--- config.mk ---
export PLATFORM = sky130hd
export DESIGN_NAME = serial_subtractor
export DESIGN_NICKNAME = d
export VERILOG_FILES = /design/src/rtl/serial_subtractor.sv
export SDC_FILE = /design/constraint.sdc
export NUM_CORES = 1
export LEC_CHECK = 0
export CORE_UTILIZATION = 30
export DETAILED_ROUTE_END_ITERATION = 12
export HOLD_SLACK_MARGIN = 0.05
export PLACE_DENSITY = 0.62
export SLEW_MARGIN = 20
export SYNTH_ARGS = -nofsm -noshare
export SYNTH_HDL_FRONTEND = slang
export SYNTH_SLANG_ARGS = --single-unit
--- constraint.sdc ---
create_clock -name clock -period 1.5 [get_ports clock]
set_input_delay 0.3 -clock clock [delete_from_list [all_inputs] [get_ports clock]]
set_output_delay 0.3 -clock clock [all_outputs]
set_load 0.01 [all_outputs]
--- src/rtl/serial_subtractor.sv ---
// Bit-serial WIDTH-bit subtractor (a - b, LSB first) with a start/busy/done handshake.
// Define SERIAL_SUB_OVERFLOW_EN to add the registered signed-overflow output.
module serial_subtractor #(
    parameter int unsigned WIDTH = 4
) (
    input  logic             clock,
    input  logic             reset,
    input  logic             start,
    input  logic [WIDTH-1:0] a,
    input  logic [WIDTH-1:0] b,
    output logic             busy,
    output logic             done,
    output logic [WIDTH-1:0] difference,
    output logic             borrowOut
`ifdef SERIAL_SUB_OVERFLOW_EN
    ,
    output logic             overflow
`endif
);

    localparam int unsigned CNT_W = $clog2(WIDTH + 1);

    localparam logic [1:0] ST_IDLE  = 2'd0;
    localparam logic [1:0] ST_SHIFT = 2'd1;
    localparam logic [1:0] ST_DONE  = 2'd2;

    logic [1:0]       state_q, state_d;
    logic [WIDTH-1:0] a_sr_q, a_sr_d;
    logic [WIDTH-1:0] b_sr_q, b_sr_d;
    logic [WIDTH-1:0] res_q, res_d;
    logic             br_q, br_d;
    logic [CNT_W-1:0] cnt_q, cnt_d;
    logic             busy_q, busy_d;
    logic             done_q, done_d;
    logic [WIDTH-1:0] difference_q, difference_d;
    logic             borrow_out_q, borrow_out_d;
`ifdef SERIAL_SUB_OVERFLOW_EN
    logic             overflow_q, overflow_d;
`endif

    // Full-subtractor cell on the current LSBs.
    logic             d_bit;
    logic             br_next;
    logic [WIDTH-1:0] res_shift;

    assign d_bit     = a_sr_q[0] ^ b_sr_q[0] ^ br_q;
    assign br_next   = (~a_sr_q[0] & b_sr_q[0]) | (~(a_sr_q[0] ^ b_sr_q[0]) & br_q);
    assign res_shift = {d_bit, res_q[WIDTH-1:1]};

    // Next-state and datapath control.
    always_comb begin
        state_d      = state_q;
        a_sr_d       = a_sr_q;
        b_sr_d       = b_sr_q;
        res_d        = res_q;
        br_d         = br_q;
        cnt_d        = cnt_q;
        busy_d       = 1'b0;
        done_d       = 1'b0;
        difference_d = difference_q;
        borrow_out_d = borrow_out_q;
`ifdef SERIAL_SUB_OVERFLOW_EN
        overflow_d   = overflow_q;
`endif
        case (state_q)
            ST_IDLE, ST_DONE: begin
                if (start) begin
                    a_sr_d  = a;
                    b_sr_d  = b;
                    res_d   = '0;
                    br_d    = 1'b0;
                    cnt_d   = '0;
                    busy_d  = 1'b1;
                    state_d = ST_SHIFT;
                end else begin
                    state_d = ST_IDLE;
                end
            end
            ST_SHIFT: begin
                a_sr_d = {1'b0, a_sr_q[WIDTH-1:1]};
                b_sr_d = {1'b0, b_sr_q[WIDTH-1:1]};
                res_d  = res_shift;
                br_d   = br_next;
                cnt_d  = cnt_q + CNT_W'(1);
                if (cnt_q == CNT_W'(WIDTH - 1)) begin
                    difference_d = res_shift;
                    borrow_out_d = br_next;
`ifdef SERIAL_SUB_OVERFLOW_EN
                    // On the last shift the operand LSBs are the original MSBs.
                    overflow_d   = (a_sr_q[0] != b_sr_q[0]) && (d_bit != a_sr_q[0]);
`endif
                    done_d       = 1'b1;
                    state_d      = ST_DONE;
                end else begin
                    busy_d = 1'b1;
                end
            end
            default: begin
                state_d = ST_IDLE;
            end
        endcase
    end

    // State and output registers with synchronous reset.
    always_ff @(posedge clock) begin
        if (reset) begin
            state_q      <= ST_IDLE;
            a_sr_q       <= '0;
            b_sr_q       <= '0;
            res_q        <= '0;
            br_q         <= 1'b0;
            cnt_q        <= '0;
            busy_q       <= 1'b0;
            done_q       <= 1'b0;
            difference_q <= '0;
            borrow_out_q <= 1'b0;
`ifdef SERIAL_SUB_OVERFLOW_EN
            overflow_q   <= 1'b0;
`endif
        end else begin
            state_q      <= state_d;
            a_sr_q       <= a_sr_d;
            b_sr_q       <= b_sr_d;
            res_q        <= res_d;
            br_q         <= br_d;
            cnt_q        <= cnt_d;
            busy_q       <= busy_d;
            done_q       <= done_d;
            difference_q <= difference_d;
            borrow_out_q <= borrow_out_d;
`ifdef SERIAL_SUB_OVERFLOW_EN
            overflow_q   <= overflow_d;
`endif
        end
    end

    assign busy       = busy_q;
    assign done       = done_q;
    assign difference = difference_q;
    assign borrowOut  = borrow_out_q;
`ifdef SERIAL_SUB_OVERFLOW_EN
    assign overflow   = overflow_q;
`endif

endmodule
# --- Word level (Yosys, flattened, before mapping) ---
# Index checks and enable logic that the tools add are counted.
totals:
  ff_bits: 25
  output_inout_bits: 7
classes:
  n_eq_ne: 5
  add_sub_neg: 1
  n_mux: 17
  n_bitwise: 8
  reduce_logical: 6
ops:
  columns: ["operator", "n"]
  rows:
  - ["$pmux W4 S2", 3]
  - ["$mux W4", 3]
  - ["$pmux W3 S2", 1]
  - ["$mux W1", 5]
  - ["$ne A2 B2 Y1 const B", 2]
  - ["$pmux W1 S2", 2]
  - ["$pmux W2 S2", 1]
  - ["$reduce_and A2 Y1", 2]
  - ["$reduce_or A2 Y1", 2]
  - ["$add A3 B1 Y3 const B", 1]
  - ["$eq A3 B2 Y1 const B", 1]
  - ["$mux W3", 1]
  - ["$not A1 Y1", 3]
  - ["$and A1 B1 Y1", 2]
  - ["$eq A2 B1 Y1 const B", 1]
  - ["$eq A2 B2 Y1 const B", 1]
  - ["$logic_not A2 Y1", 1]
  - ["$mux W2", 1]
  - ["$reduce_bool A2 Y1", 1]
  - ["$xor A1 B1 Y1", 2]
  - ["$or A1 B1 Y1", 1]

# --- Longest topological paths before layout ---
# Gate-level depths: netlist (run 1).
depth:
  word_depth: 5
  ltp_mapped: 6
  mapped_depth_nobuf: 5

# --- Worst setup path before layout (run 1) ---
# Ideal clock, no wire load.
synth_timing:
  path_type: "reg-to-reg"
  start: "reg cnt_q[0]"
  end: "reg difference_q[0], in the netlist difference[0]"
  t_arrival_ns: 1.142
  period_less_slack_ns: 1.213
  required_time_ns: 1.429
  n_path_buf: 1
  setup_slack_ns: 0.287
  path_stages_with_launch: 7
  path_cell_list: "dfxtp_1 > ha_1 > ha_1 > buf_4 > nand3b_1 > nand2_1 > a21oi_1"
synth_between:
  elab_chain_cells: 2
synth_lines:
  columns: ["item", "line_no", "rtl"]
  rows:
  - ["start, declared", "32", "logic [CNT_W-1:0] cnt_q, cnt_d;"]
  - ["start signal, assigned", "126", "cnt_q <= cnt_d;"]
  - ["$eq A3 B2 Y1", "85", "if (cnt_q == CNT_W'(WIDTH - 1)) begin"]
  - ["$reduce_and A2 Y1 (no source line)", null, null]
  - ["end signal, assigned", "129", "difference_q <= difference_d;"]
  - ["end, declared", "35", "logic [WIDTH-1:0] difference_q, difference_d;"]
# No other way between the ends.
# A chain may end at the register's enable or synchronous reset.

# --- Final worst setup path (run 1) ---
# Ends and elaborated chain as after synthesis.

==> PnR_summary.wiki, run 1 <==
{| class="wikitable"
! Metric !! Value
|-
| Post-synthesis to final-layout area growth || 29.0%
|-
| Final Setup Violations || 0
|-
| DR iter-0 viols || 10
|-
| Post-DRT Antenna Nets || 0
|-
| Maximum single-stage delay on the critical path || between 300 and 400 ps
|-
| Top cell family by delay on the critical path || adder cells
|-
| CTS Buf Count || 3
|-
| Number of antenna violations at the first check in global routing || 0
|-
| Count of distinct cell types in the synthesized netlist || 18
|-
| Placed inst area || between 1000 and 1500 um2
|-
| Fraction of final layout cells sized beyond drive strength 1 || approximately 8.3%
|-
| Max Cap Viol || 0
|-
| Total global routing track utilization || 11.9%
|-
| Number of buffer cells added on primary ports || 17
|-
| Critical path, cell by cell || ha_1 > ha_1 > nand3b_1 > nand2_1 > a21oi_1
|-
| Number of filler instances in the final layout || 313
|-
| Remaining routing DRC violations || 0
|-
| Instance count along the most critical hold path || 2
|-
| Fin crit share || a little under 90%
|-
| Pin count of the biggest net entering global routing || 25
|-
| Global-route wire length before repair || 3100 um
|-
| Area enclosed by the die boundary || roughly 3500 um2
|-
| Maximum count of clock buffers along a single path || 2
|-
| Static power due to leakage || 0.000504 uW
|-
| Data required time of the critical path || 1760 ps
|-
| Hold-critical path endpoint || difference[3]
|-
| Setup Crit Path Kind || reg -> reg
|-
| CTS root buffer || sky130_fd_sc_hd__clkbuf_4
|-
| Final cell utilization of the core || ~41%
|-
| Library cell with the highest instance count after synthesis || sky130_fd_sc_hd__dfxtp_1
|-
| Average detailed-routed wire length per instance || approximately 10 um
|-
| Share of synthesized area occupied by flip-flops and latches || 49.5%
|-
| WP buf/inv || 0
|-
| Number of rows created at floorplan || 20
|-
| Number of global-route vias before repair || 697
|-
| Count of synthesis-stage warnings from yosys || 0
|-
| Post-CTS setup buffer count || 0
|-
| Hold WC Path Type || reg -> reg
|-
| Flop2flop setup slack || around 180 ps
|-
| Number of flops mapped to enable cells by yosys || 0
|-
| Worst flop-to-flop path endpoint || difference[0]
|-
| RSZ-0062 raised after global routing || false
|-
| Share of async-settable or async-resettable flops after synthesis || 0%
|-
| Final nets || about 150
|-
| Detailed-route vias per instance || ~4.6
|-
| Top_reg_cell synth || sky130_fd_sc_hd__dfxtp_1
|-
| Worst flop-to-flop path startpoint || cnt_q[0]
|-
| CTS H-tree depth || 1
|-
| Via count || approximately 800
|-
| Clk slew on worst S/H paths || roughly 130 ps
|-
| Post-Synthesis Net Count || ~130
|-
| Post-layout instance area || about 1300 um2
|-
| Kind of end point of the critical path || flop
|-
| Highest-delay cell along the critical path || sky130_fd_sc_hd__dfxtp_1
|-
| Leftover overflow at the end of global routing || 0
|-
| Die height || approximately 59 um
|-
| Starting density of the core || around a third
|-
| Post-Syn Instances || ~110
|-
| Setup tns final || 0 ps
|-
| Yosys top cell by area || sky130_fd_sc_hd__dfxtp_1
|-
| Relative slew slack || roughly 83%
|-
| Startpoint type of the worst setup path || flop
|-
| Setup clock skew after layout || about 1.6 ps
|-
| Core Area || 3050 um2
|-
| Ports placed on the boundary || 18
|-
| Actual slew at the worst max-slew pin || between 200 and 300 ps
|-
| HPWL reported at the end of detailed placement || between 1000 and 1500 um
|-
| Critical-path maximum fanout || 6
|-
| TritonCTS clock tree || yes
|-
| Max VDD drop || around 340 uV
|-
| Start point of the worst min-delay path || difference[3]
|-
| DRT Pass-1 Iters || 4
|-
| Average cell area after synthesis || approximately 8.5 um2
|-
| Max Transition Viols Final || 0
|-
| Worst skew pair latency || 310 ps
|-
| Most instantiated cells after synthesis || sky130_fd_sc_hd__dfxtp_1 (24), sky130_fd_sc_hd__nand2_1 (22), sky130_fd_sc_hd__a21oi_1 (14)
|-
| Leading cell types by total area after synthesis || sky130_fd_sc_hd__dfxtp_1 (49%), sky130_fd_sc_hd__nand2_1 (8.5%), sky130_fd_sc_hd__a21oi_1 (7.2%), sky130_fd_sc_hd__nand3_1 (6.7%), sky130_fd_sc_hd__a311oi_1 (6.3%)
|-
| Gp weighted congestion || around 0.7
|-
| Flop and latch count out of synthesis || 24
|-
| Syn Std Cell Area || slightly below 1000 um2
|-
| Count of endpoints failing hold in the final timing report || 0
|-
| Area share of the largest cell type after synthesis || 49.5%
|-
| Result of the run || finished, final reports clean
|-
| Worst path most repeated cell || sky130_fd_sc_hd__ha_1
|-
| Die boundary width || 58.9 um
|-
| Post-detailed-routing wire length || 1840 um
|-
| P per Cell Area || 1050 nW/um2
|-
| Highest attainable clock frequency || approximately 0.76 GHz
|-
| Worst reg-to-reg path cell count || 5
|-
| TritonCTS sink count || 24
|-
| Number of diodes || 0
|-
| Minimum period implied by the final worst setup slack || roughly 1300 ps
|-
| Worst Path Arrival || roughly 1600 ps
|}
## sequential cells by signal, summed over array words and instances (netlist names)
signal and count:
a_sr_q 4, b_sr_q 4, borrowOut 1, br_q 1, busy 1, cnt_q 3, difference 4, done 1
res_q 3, state_q 2
## placed cells by master (no fill, tap or decap), drive strengths merged
master and n:
a21oi 14, a311oi 7, and2b 1, buf 6, bufinv 1, clkbuf 3, clkdlybuf4s50 10, dfxtp 24
dlygate4sd2 5, dlymetal6s2s 2, fa 1, ha 2, inv 3, nand2 22, nand2b 2, nand3 13
nand3b 1, nor2 10, nor2b 1, o21a 1, or2b 3
## repair_timing
action                                  in CTS  in global routing
cloned                                       0                  0
hold endpoints to repair                     0                  0
endpoints found under the setup margin       5                  2
gates resized for setup                      5                  2
hold buffers                                 0                  0
## layout make-up
type | count | area [um2] | area share, %
clock buffers | 3 | 22.5 | 1.80
clock inverters | 1 | 30.0 | 2.40
inverters | 3 | 11.3 | 0.899
multi-input cells | 78 | 427 | 34.1
flip-flops and latches | 24 | 480 | 38.4
well taps | 44 | 55.1 | 4.40
repair buffers | 23 | 226 | 18.1
## worst max path at each step
stage | slack (ps) | end | start | depth (start not counted)
3_3_place_gp | 60 | b_sr_q[0] | start | 5
2_1_floorplan | 290 | difference[0] | cnt_q[0] | 6
4_1_cts | 20 | done | done | 1
3_5_place_dp | 40 | b_sr_q[2] | start | 5
5_1_grt | 8 | difference[3] | cnt_q[0] | 5
6_report | 180 | difference[0] | cnt_q[0] | 5
## where the power goes
part	total (uW)	internal, uW	switching (uW)
combinational	161	78.5	82.5
clock	467	270	197
sequential	684	668	16.5
## stage by stage
step	worst slack [ps]	power, uW	hold WS (ps)	std cells
after floorplan	287	799	372	114
after global placement	61.5	856	445	172
after detailed placement	37.1	861	446	172
after CTS	18.1	1320	461	176
after global routing	7.56	1370	476	176
final	181	1310	460	176
## logic make-up (layout without fill, tap and decap cells)
family,Yosys count,count (layout),share of synthesized area [%]
adders and majority gates,3,3,4.64
DFF,24,24,49.5
AOI/OAI and AO/OA,22,22,14.3
and+or+nand+nor,53,53,25.0
buffers and inverters,12,30,6.57
## tightest hold or removal path, delay by kind of cell (launching register included)
family	cells	cell delay (ps)
and+or+nand+nor	1	50
DFF	1	330
AOI/OAI and AO/OA	1	50
## metal layers
metal	GRT usage, %	up-vias	wire [um]
li1	-	420	-
met1	14.7	365	905
met2	19.5	14	847
met3	1.32	5	34
met4	8.16	0	53
met5	0	-	0
Power figures use the tool's default switching activity.
==> run 2, diff against run 1 <==
Settings changed: CTS_CLUSTER_DIAMETER from default to 150.
Clock period 1.5 ns to 1.42 ns, I/O delays scaled along.
==> PnR_summary.wiki, run 2 (synthesized netlist as in run 1, its figures left out) <==
{| class="wikitable"
! Metric !! Value
|-
| Count of endpoints failing hold in the final timing report || 0
|-
| Minimum period implied by the final worst setup slack || roughly 1300 ps
|-
| Remaining routing DRC violations || 0
|-
| HPWL reported at the end of detailed placement || around 1300 um
|-
| Static power due to leakage || ~0.00048 uW
|-
| Worst hold slack after final layout || about 460 ps
|-
| Clk slew on worst S/H paths || between 100 and 150 ps
|-
| Average detailed-routed wire length per instance || between 10 and 15 um
|-
| Setup clock skew after layout || around 0.63 ps
|-
| Fraction of final layout cells sized beyond drive strength 1 || 9.09%
|-
| Actual slew at the worst max-slew pin || ~250 ps
|-
| Post-DRT Antenna Nets || 0
|-
| Core Area || around 3100 um2
|-
| TritonCTS sink count || 24
|-
| Number of rows created at floorplan || 20
|-
| Number of filler instances in the final layout || roughly 310
|-
| TritonCTS clock tree || yes
|-
| Pin count of the biggest net entering global routing || 25
|-
| WP depth || 5
|-
| Global-route wire length before repair || roughly 3100 um
|-
| Leading cell type in the layout, fill and taps excluded || sky130_fd_sc_hd__dfxtp_1
|-
| Leftover overflow at the end of global routing || 0
|-
| Max VDD drop || around 360 uV
|-
| Starting density of the core || 31.8%
|-
| Highest attainable clock frequency || between 0.7 and 0.8 GHz
|-
| Ports placed on the boundary || 18
|-
| Relative slew slack || between 80 and 90%
|-
| WP buf/inv || 0
|-
| DR iter-0 viols || 11
|-
| Power consumption || approximately 1400 uW
|-
| Via count || 800
|-
| DRT Pass-1 Iters || 4
|-
| Worst reg-to-reg path cell count || 5
|-
| Number of antenna violations at the first check in global routing || 0
|-
| RSZ-0062 raised after global routing || false
|-
| Final nets || around 150
|-
| Gp weighted congestion || a little over 0.7
|-
| Critical-path maximum fanout || 6
|-
| Post-CTS setup buffer count || 0
|-
| Area enclosed by the die boundary || between 3000 and 4000 um2
|-
| Maximum single-stage delay on the critical path || 370 ps
|-
| Data required time of the critical path || about 1700 ps
|-
| Result of the run || finished, final reports clean
|-
| Fin crit share || roughly nine tenths
|-
| Hold bufs inserted after CTS || 0
|-
| Post-synthesis to final-layout area growth || 28.5%
|-
| Hold WC Path Type || reg -> reg
|-
| Worst Path Arrival || around 1500 ps
|-
| Leading cell types in the layout, fill and taps excluded || sky130_fd_sc_hd__dfxtp_1 (24), sky130_fd_sc_hd__nand2_1 (22), sky130_fd_sc_hd__a21oi_1 (14)
|-
| Max Transition Viols Final || 0
|-
| Maximum count of clock buffers along a single path || 2
|-
| CTS root buffer || sky130_fd_sc_hd__clkbuf_4
|-
| P per Cell Area || roughly 1100 nW/um2
|-
| CTS H-tree depth || 1
|-
| Number of diodes || 0
|-
| Final Setup Violations || 0
|-
| Kind of end point of the critical path || flop
|-
| Detailed-route vias per instance || around 4.5
|-
| Setup Crit Path Kind || reg -> reg
|-
| Max Cap Viol || 0
|-
| Die height || 58.9 um
|-
| Number of buffer cells added on primary ports || 17
|-
| Post-detailed-routing wire length || between 1500 and 2000 um
|-
| Top cell family by delay on the critical path || adder cells
|-
| Die boundary width || around 60 um
|-
| Worst skew pair latency || ~310 ps
|-
| Total global routing track utilization || 11.9%
|-
| Highest-delay cell along the critical path || sky130_fd_sc_hd__dfxtp_1
|-
| Startpoint type of the worst setup path || flop
|-
| CTS Buf Count || 3
|-
| Number of global-route vias before repair || around 700
|-
| Critical path, cell by cell || ha_1 > ha_2 > nand3b_1 > nand2_1 > a21oi_1
|-
| Instance count along the most critical hold path || 2
|}
==> run 2: cell count changes in the layout (fill, tap and decap cells not counted), sizes merged <==
| cell | before | now |
|---|---|---|
| dlygate4sd2 | 5 | 7 |
| dlymetal6s2s | 2 | 0 |
==> run 2: where the power goes <==
| group | total, uW | switching, uW | leakage [uW] | internal [uW] |
|---|---|---|---|---|
| sequential | 723 | 17.5 | 0.000196 | 705 |
| clock | 495 | 210 | 0.0000279 | 285 |
| combinational | 169 | 86.6 | 0.000254 | 81.9 |
==> run 2: worst register-to-register path, delay by kind of cell (launching register included) <==
family | cells | cell delay, ps
adder cells (fa/ha/maj) | 2 | 390
flip-flops | 1 | 370
AND/OR/NAND/NOR | 2 | 350
AO/OA/AOI/OAI | 1 | 60
==> run 2: routing by layer <==
layer / up-vias / track usage [%] / share of wire, %
li1: 419 / - / -
met1: 366 / 14.7 / 48
met2: 11 / 19.5 / 48
met3: 4 / 1.32 / 1.6
met4: 0 / 8.16 / 2.3
met5: - / 0 / 0
==> run 2: what timing repair did <==
item | 4_1_cts | 5_1_grt
resized for setup | 7 | 1
setup endpoints to repair | 7 | 4
pin swaps | 0 | 1
==> run 2: path summary, 6_finish.rpt <==
kind | startpoint | end | slack (ps)
max reg2reg | cnt_q[0] | difference[0] | 160
max | cnt_q[0] | difference[0] | 160
min reg2reg | difference[3] | difference[3] | 460
min | difference[3] | difference[3] | 460
==> run 2: layout make-up <==
cell class / count / area [um2] / share of cell area (%)
clock buffers: 3 / 22.5 / 1.81
clock inverters: 1 / 30.0 / 2.41
inverters: 3 / 11.3 / 0.903
multi-input cells: 78 / 429 / 34.4
flip-flops and latches: 24 / 480 / 38.5
well taps: 44 / 55.1 / 4.41
repair buffers: 23 / 219 / 17.6
==> run 2: per-stage QoR <==
stage | instance area, um2 | setup WS, ps | util (%) | TNS [ps] | std cells
finish | 1250 | 155 | 40.9 | 0 | 176
CTS | 1240 | 87.1 | 40.8 | 0 | 176
global placement | 1200 | -2.46 | 39.3 | -2.46 | 172
detailed placement | 1200 | -26.9 | 39.3 | -93.1 | 172
floorplan | 971 | 207 | - | 0 | 114
global route | 1250 | 3.71 | 40.9 | 0 | 176
